--- config.mk ---
export PLATFORM = sky130hd
export DESIGN_NAME = ps2_keyboard
export DESIGN_NICKNAME = d
export VERILOG_FILES = /design/src/rtl/ps2_keyboard.sv
export SDC_FILE = /design/constraint.sdc
export NUM_CORES = 1
export LEC_CHECK = 0
export ABC_CLOCK_PERIOD_IN_PS = 3050
export CAP_MARGIN = 40
export CORE_MARGIN = 2
export CORE_UTILIZATION = 50
export CTS_CLUSTER_DIAMETER = 30
export DETAILED_ROUTE_END_ITERATION = 8
export PLACE_DENSITY = 0.7
export SYNTH_ARGS = -nofsm -noshare
export SYNTH_HDL_FRONTEND = slang
export SYNTH_SLANG_ARGS = --single-unit
--- constraint.sdc ---
create_clock -name clk -period 3.05 [get_ports clk]
set_input_delay 0.915 -clock clk [delete_from_list [all_inputs] [get_ports clk]]
set_output_delay 0.915 -clock clk [all_outputs]
set_load 0.02 [all_outputs]
--- src/rtl/ps2_keyboard.sv ---
// PS/2 keyboard receiver: synchronises the pins, deserialises 11-bit frames and
// decodes make/break/E0 sequences into the held scancode plus shift/ctrl state.
module ps2_keyboard #(
    parameter int TIMEOUT_CYCLES = 5000,
    parameter int CNT_W          = 13
) (
    input  logic       clk,
    input  logic       clrn,
    input  logic       ps2_clk,
    input  logic       ps2_data,
    output logic [7:0] scancode,
    output logic       extended,
    output logic [1:0] kb_state,
    output logic       key_valid,
    output logic       frame_err
);

    typedef enum logic [1:0] {IDLE, GOT_E0, GOT_F0, GOT_E0F0} dec_state_t;

    // Bit 0 is the first stage; the lines idle high so reset them to 1.
    logic [2:0] clk_sync_reg;
    logic [2:0] data_sync_reg;

    always_ff @(posedge clk) begin
        if (!clrn) begin
            clk_sync_reg  <= 3'b111;
            data_sync_reg <= 3'b111;
        end else begin
            clk_sync_reg  <= {clk_sync_reg[1:0], ps2_clk};
            data_sync_reg <= {data_sync_reg[1:0], ps2_data};
        end
    end

    logic ps2_fall;
    logic data_bit;
    assign ps2_fall = clk_sync_reg[2] & ~clk_sync_reg[1];
    assign data_bit = data_sync_reg[1];

    dec_state_t       state_reg;
    logic [3:0]       bit_cnt_reg;
    logic [9:0]       shift_reg;
    logic [CNT_W-1:0] timeout_cnt_reg;

    // After ten shifts: [0] start, [8:1] data LSB first, [9] parity; stop is live.
    logic [7:0] rx_byte;
    logic       frame_ok;
    logic       ext_prefix;
    logic       is_shift;
    logic       is_ctrl;
    assign rx_byte    = shift_reg[8:1];
    assign frame_ok   = ~shift_reg[0] & data_bit & (^shift_reg[9:1]);
    assign ext_prefix = (state_reg == GOT_E0) || (state_reg == GOT_E0F0);
    assign is_shift   = ((rx_byte == 8'h12) || (rx_byte == 8'h59)) && !ext_prefix;
    assign is_ctrl    = (rx_byte == 8'h14);

    always_ff @(posedge clk) begin
        if (!clrn) begin
            state_reg       <= IDLE;
            bit_cnt_reg     <= 4'd0;
            shift_reg       <= 10'd0;
            timeout_cnt_reg <= '0;
            scancode        <= 8'h00;
            extended        <= 1'b0;
            kb_state        <= 2'b00;
            key_valid       <= 1'b0;
            frame_err       <= 1'b0;
        end else begin
            key_valid <= 1'b0;
            frame_err <= 1'b0;
            if (ps2_fall) begin
                timeout_cnt_reg <= '0;
                if (bit_cnt_reg == 4'd10) begin
                    bit_cnt_reg <= 4'd0;
                    if (!frame_ok) begin
                        frame_err <= 1'b1;
                        state_reg <= IDLE;
                    end else if (rx_byte == 8'hE0) begin
                        state_reg <= GOT_E0;
                    end else if (rx_byte == 8'hF0) begin
                        state_reg <= ext_prefix ? GOT_E0F0 : GOT_F0;
                    end else if ((state_reg == IDLE) || (state_reg == GOT_E0)) begin
                        if (is_shift) begin
                            kb_state[0] <= 1'b1;
                        end else if (is_ctrl) begin
                            kb_state[1] <= 1'b1;
                        end else if (!(ext_prefix && rx_byte == 8'h12)) begin
                            scancode  <= rx_byte;
                            extended  <= ext_prefix;
                            key_valid <= 1'b1;
                        end
                        state_reg <= IDLE;
                    end else begin
                        if (is_shift)
                            kb_state[0] <= 1'b0;
                        if (is_ctrl)
                            kb_state[1] <= 1'b0;
                        if ((rx_byte == scancode) && (ext_prefix == extended)) begin
                            scancode <= 8'h00;
                            extended <= 1'b0;
                        end
                        state_reg <= IDLE;
                    end
                end else begin
                    bit_cnt_reg <= bit_cnt_reg + 4'd1;
                    shift_reg   <= {data_bit, shift_reg[9:1]};
                end
            end else if (bit_cnt_reg != 4'd0) begin
                // A stalled partial frame is dropped so the next start bit realigns.
                if (timeout_cnt_reg == CNT_W'(TIMEOUT_CYCLES - 1)) begin
                    timeout_cnt_reg <= '0;
                    bit_cnt_reg     <= 4'd0;
                    frame_err       <= 1'b1;
                    state_reg       <= IDLE;
                end else begin
                    timeout_cnt_reg <= timeout_cnt_reg + 1'b1;
                end
            end else begin
                timeout_cnt_reg <= '0;
            end
        end
    end

endmodule

# --- Word-level counts from Yosys, hierarchy flattened ---
# Index checks and enable logic that the tools add are counted.
op_classes:
  n_addsub: 2
  n_eq_ne: 15
  n_mux: 34
  bitwise_logic: 13
  reduce_logical: 21
op_table:
  columns: ["operator", "n"]
  rows:
  - ["2-to-1 mux 8 bit", 5]
  - ["2-to-1 mux 1 bit", 17]
  - ["== test 8 x 5 -> 1 bit, second input constant", 2]
  - ["== test 8 bit, second input constant", 2]
  - ["2-to-1 mux 2 bit", 8]
  - ["2-to-1 mux 4 bit", 4]
  - ["adder 13 x 1 -> 13 bit, second input constant", 1]
  - ["== test 13 bit, second input constant", 1]
  - ["inverter 1 bit", 10]
  - ["AND reduction 9 bit", 1]
  - ["OR reduction 9 bit", 1]
  - ["XOR reduction 9 bit", 1]
  - ["== test 8 x 7 -> 1 bit, second input constant", 1]
  - ["== test 8 bit", 1]
  - ["AND reduction 7 bit", 1]
  - ["!= test 2 bit, second input constant", 3]
  - ["AND reduction 6 bit", 1]
  - ["nonzero test 2 bit", 3]
  - ["adder 4 x 1 -> 4 bit, second input constant", 1]
  - ["== test 4 bit, second input constant", 1]
  - ["AND reduction 2 bit", 2]
  - ["nonzero test 4 bit", 1]
  - ["OR reduction 4 bit", 1]
  - ["bitwise AND 1 bit", 3]
  - ["other kinds (9)", 13]
totals:
  reg_bits: 47
  out_inout_bits: 13

# --- Longest topological paths before layout ---
logic_depth:
  ltp_word: 8
  depth_mapped: 8
  mapped_depth_nobuf: 7

# --- Least setup slack after synthesis ---
# OpenSTA, ideal clock, no wires.
synth_path:
  path_type: "flip-flop to flip-flop"
  startpoint: "reg shift_reg[3]"
  endpoint: "reg state_reg[1]"
  arrival_ps: 2015
  required_ps: 2977
  path_slack_ps: 963
  path_stages_with_launch: 8
  synth_period_minus_slack_ps: 2087
  cell_sequence: "dfxtp_1 > inv_1 > ha_1 > xnor3_1 > xnor2_2 > nand2_1 > or4_1 > a21oi_1"
synth_via:
  elab_chain_cells: 6
  word_cells_on_any_way: 9
  classes_between: "2 x eq/ne; 5 x mux; 1 x bitwise; 1 x reduce/logical"
synth_rtl:
  columns: ["item", "line", "text"]
  rows:
  - ["start, declared", "41", "logic [9:0] shift_reg;"]
  - ["start signal, assigned", "105", "shift_reg <= {data_bit, shift_reg[9:1]};"]
  - ["== test 8 bit", "79", "end else if (rx_byte == 8'hF0) begin"]
  - ["2-to-1 mux 2 bit", "79", null]
  - ["2-to-1 mux 2 bit", "77", "end else if (rx_byte == 8'hE0) begin"]
  - ["2-to-1 mux 2 bit (*)", "74", "if (!frame_ok) begin"]
  - ["2-to-1 mux 2 bit (*)", "72", "if (bit_cnt_reg == 4'd10) begin"]
  - ["2-to-1 mux 2 bit (*)", "70", "if (ps2_fall) begin"]
  - ["end signal, assigned", "80", "state_reg <= ext_prefix ? GOT_E0F0 : GOT_F0;"]
  - ["end, declared", "39", "dec_state_t state_reg;"]
# Every way passes the cells marked *; elsewhere a longest branch is shown, timed or not. The select of a mux whose other input is x is not followed.
# A chain may end at the register's enable or synchronous reset.

# --- Worst setup path after layout ---
layout_path:
  startpoint: "reg shift_reg[3]"
  endpoint: "reg scancode[5]"
layout_via:
  elab_chain_cells: 5
  word_cells_on_any_way: 19
  classes_between: "9 x eq/ne; 3 x bitwise; 7 x reduce/logical"
layout_rtl:
  columns: ["item", "line", "text"]
  rows:
  - ["== test 8 x 5 -> 1 bit / == test 8 x 7 -> 1 bit (equally long branches)", "53, 86", null]
  - ["logical OR 1 bit", "53", "assign is_shift = ((rx_byte == 8'h12) || (rx_byte == 8'h59)) && !ext_prefix;"]
  - ["logical AND 1 bit", "53", null]
  - ["!= test 2 bit (no line)", null, null]
  - ["AND reduction 9 bit (no line) (*)", null, null]
  - ["end signal, assigned", "87", "scancode <= rx_byte;"]
  - ["end, declared", "11", "output logic [7:0] scancode,"]
# Every way passes the cells marked *; elsewhere a longest branch is shown, timed or not.

==> metrics.md <==
| Metric | Value |
|---|---|
| Met3 routed wirelength | `155 um` |
| Clock insertion delay at the later pin of the skew report | `0.31 ns` |
| H-tree level count | `2` |
| Root Buffer Master | `sky130_fd_sc_hd__clkbuf_8` |
| Biggest area contributors in the synthesized netlist | `sky130_fd_sc_hd__dfxtp_1, sky130_fd_sc_hd__ha_1, sky130_fd_sc_hd__nand2_1` |
| Pwr Density | `405 mW/mm^2` |
| Unrepaired setup endpoints after global routing | `false` |
| Element type at the critical path end | `flop` |
| Compound-Gate Fraction of Synth Area | `0.0934` |
| Number of filler cells placed in the layout | `405` |
| Multi-input combinational cell area | `0.00123 mm^2` |
| Time the worst path needs with I/O delays and setup | `2.30 ns` |
| Multiplexer area fraction after synthesis | `0.0400` |
| Detailed route wirelength on metal2 | `1930 um` |
| Clock-pin slew on the worst setup and hold paths | `0.08 ns` |
| Routed wire per std cell | `13.0 um` |
| Ant diodes | `0` |
| Outcome | `finished, final reports clean` |
| Max cap viols | `0` |
| CTS Buf Count | `5` |
| Synth top cells by count | `sky130_fd_sc_hd__dfxtp_1, sky130_fd_sc_hd__nand2_1, sky130_fd_sc_hd__nor2_1` |
| P_leak | `0.968 nW` |
| Worst Setup Start Kind | `flop` |
| Routed met1 length | `2100 um` |
| Actual slew at the worst max-slew pin | `0.878 ns` |
| Power Total | `0.00103 W` |
| Aggregate routed wire length | `4260 um` |
| Cell count after synthesis | `258` |
| Number of nets still failing antenna checks after routing | `0` |
| Share of the synthesized area in the top cell type | `0.418` |
| Share of synthesized registers carrying an async set or reset | `0` |
| Via-per-instance ratio | `5.27` |
| Simple logic cell fraction of the synthesized area | `0.237` |
| TritonCTS clock tree | `done` |
| Hold Fails Final Rpt | `0` |
| Final global-route overflow total | `0` |
| Nets | `291` |
| Highest metal layer with signal wires | `met4` |
| Relative max-transition margin | `0.413` |
| Setup repair bufs after CTS | `0` |
| Wire length of the first global-routing pass | `7340 um` |
| Final weighted congestion of routability-driven global placement | `0.773` |
| Maximum fanout along the worst path | `9` |
| Area Growth Syn to Fin | `12.9%` |
| Sum of negative setup slack | `0 ns` |
| Number of pins with negative max-slew slack in the final report | `0` |
| Number of rows created at floorplan | `24` |
| Total GRT Usage | `0.184` |
| Final setup violation count | `0` |
| Number of synthesized register bits | `47` |
| Area of the placeable core | `0.00435 mm^2` |
| Part of the Yosys area used for sequential elements | `0.418` |
| Hold-fix buffer count after cts | `0` |
| Data arrival time of the worst path | `2.53 ns` |
| Number of global-route vias before repair | `1,676` |
| Syn_nets | `275` |
| Detailed placer's ending HPWL | `2950 um` |
| Adder and majority gate portion of the synthesized area | `0.0723` |
| Number of clock sinks | `47` |
| Number of cells after detailed placement | `319` |
| Synth unique cells | `38` |
| Initial DRC count | `75` |
| Die W | `71.1 um` |
| Synth Area in XOR/XNOR | `0.103` |
| Post-synth top flop | `sky130_fd_sc_hd__dfxtp_1` |
| Port Buf Inserts | `16` |
| Placement Cell Area | `0.00245 mm^2` |
| Starting Density | `0.517` |
| Number of flops mapped to enable cells by yosys | `0` |
| Final critical-path share of the clock period | `0.753` |
| Largest net degree at the start of global routing | `19` |
| Buffer levels on the longest clock path | `2` |
| Post-route non-filler standard cell count | `327` |
| Worst endpoint required time | `3.28 ns` |
| Vias | `1,723` |
| Fraction of layout cells with a size suffix above 1 | `0.0545` |
| Number of flip-flops under the largest register name | `13` |
| Synthesis warning total | `0` |
| Post-route design area | `0.00254 mm^2` |
| Final core area utilization | `0.583` |
| Die Y-Extent | `71.1 um` |
| Pre-antenna DRT Iters | `4` |
| Mapped cell area | `0.00225 mm^2` |
| Dominant combinational cell family by area after synthesis | `simple AND/OR/NAND/NOR gates` |
| IO Count | `17` |
| Cell with the most instances after synthesis | `sky130_fd_sc_hd__dfxtp_1` |
| Number of gates given a new drive strength after cts | `0` |
| Critical path class | `flop to flop` |
| DRC violations left | `0` |
| Maximum achievable frequency | `0.435 GHz` |
| Path type of the worst min-delay path | `flop to flop` |
| Initial antenna violation count | `0` |
| Cell type with the highest aggregate area in the netlist | `sky130_fd_sc_hd__dfxtp_1` |
| Area used by sequential logic in the layout | `941 um^2` |
| Peak supply drop | `0.238 mV` |
| Die area | `0.00505 mm^2` |
| Synthesized area per cell | `8.72 um^2` |
| Setup skew after layout | `0.00522 ns` |
final cells by class:
| cell class | count | area share |
|---|---|---|
| timing repair buffer | 18 | 0.0690 |
| inverter | 12 | 0.0177 |
| sequential | 47 | 0.370 |
| multi-input combinational | 190 | 0.484 |
| clock buffer | 6 | 0.0286 |
| tap | 52 | 0.0256 |
| clock inverter | 2 | 0.00493 |
worst paths after layout:
check | startpoint | end | slack, ns | cells past startpoint
setup reg to reg | shift_reg[3] | scancode[5] | 0.75 | 7
hold reg to reg | clk_sync_reg[0] | clk_sync_reg[1] | 0.41 | 1
setup / recovery | shift_reg[3] | scancode[5] | 0.75 | 7
hold / removal | clk_sync_reg[0] | clk_sync_reg[1] | 0.41 | 1
worst max-delay path, stage by stage (launching register included):
cell,delay (ns)
sky130_fd_sc_hd__dfxtp_1,0.46
sky130_fd_sc_hd__inv_1,0.11
sky130_fd_sc_hd__ha_1,0.32
sky130_fd_sc_hd__xnor3_1,0.37
sky130_fd_sc_hd__xnor2_2,0.16
sky130_fd_sc_hd__nand4_1,0.16
sky130_fd_sc_hd__a21o_1,0.40
sky130_fd_sc_hd__mux2i_1,0.24
metal layers:
metal  GRT usage  vias up
met5           0        -
met4      0.0797        0
met3      0.0470        7
met2       0.295       29
met1       0.234      786
li1            -      901
placed cells by master (no fill, tap or decap), drive strengths merged, types with 2 or more instances in the layout:
cell type,instances
clkinv,2
a21oi,18
nor2,23
nand2,38
nor3b,2
nor2b,3
mux2i,9
xor2,14
nor4,2
o31ai,2
and4,2
dfxtp,47
or4,2
inv,11
nand3,6
and3,2
ha,13
o21ai,11
nor3,9
nand2b,5
buf,2
o2111ai,2
nand4,8
xnor2,9
clkbuf,6
clkdlybuf4s50,16
per-stage QoR:
| step | hold WS (ns) | worst slack [ns] |
|---|---|---|
| finish | 0.413 | 0.753 |
| CTS | 0.416 | 0.744 |
| floorplan | 0.386 | 0.963 |
| global placement | 0.392 | 0.645 |
| detailed placement | 0.395 | 0.590 |
| global route | 0.425 | 0.547 |
cell families after synthesis:
kind of cell,after synthesis
and+or+nand+nor,107
DFF,47
AOI/OAI and AO/OA,37
xor gates and xnor gates,24
buffers and inverters,21
adders and majority gates,13
muxes,9
power by group:
part / switching [W] / internal, W
Combinational: 0.0000236 / 0.0000154
Clock: 0.000208 / 0.000160
Sequential: 0.00000401 / 0.000618
Total: 0.000236 / 0.000794
(Power assumes the default switching activity.)
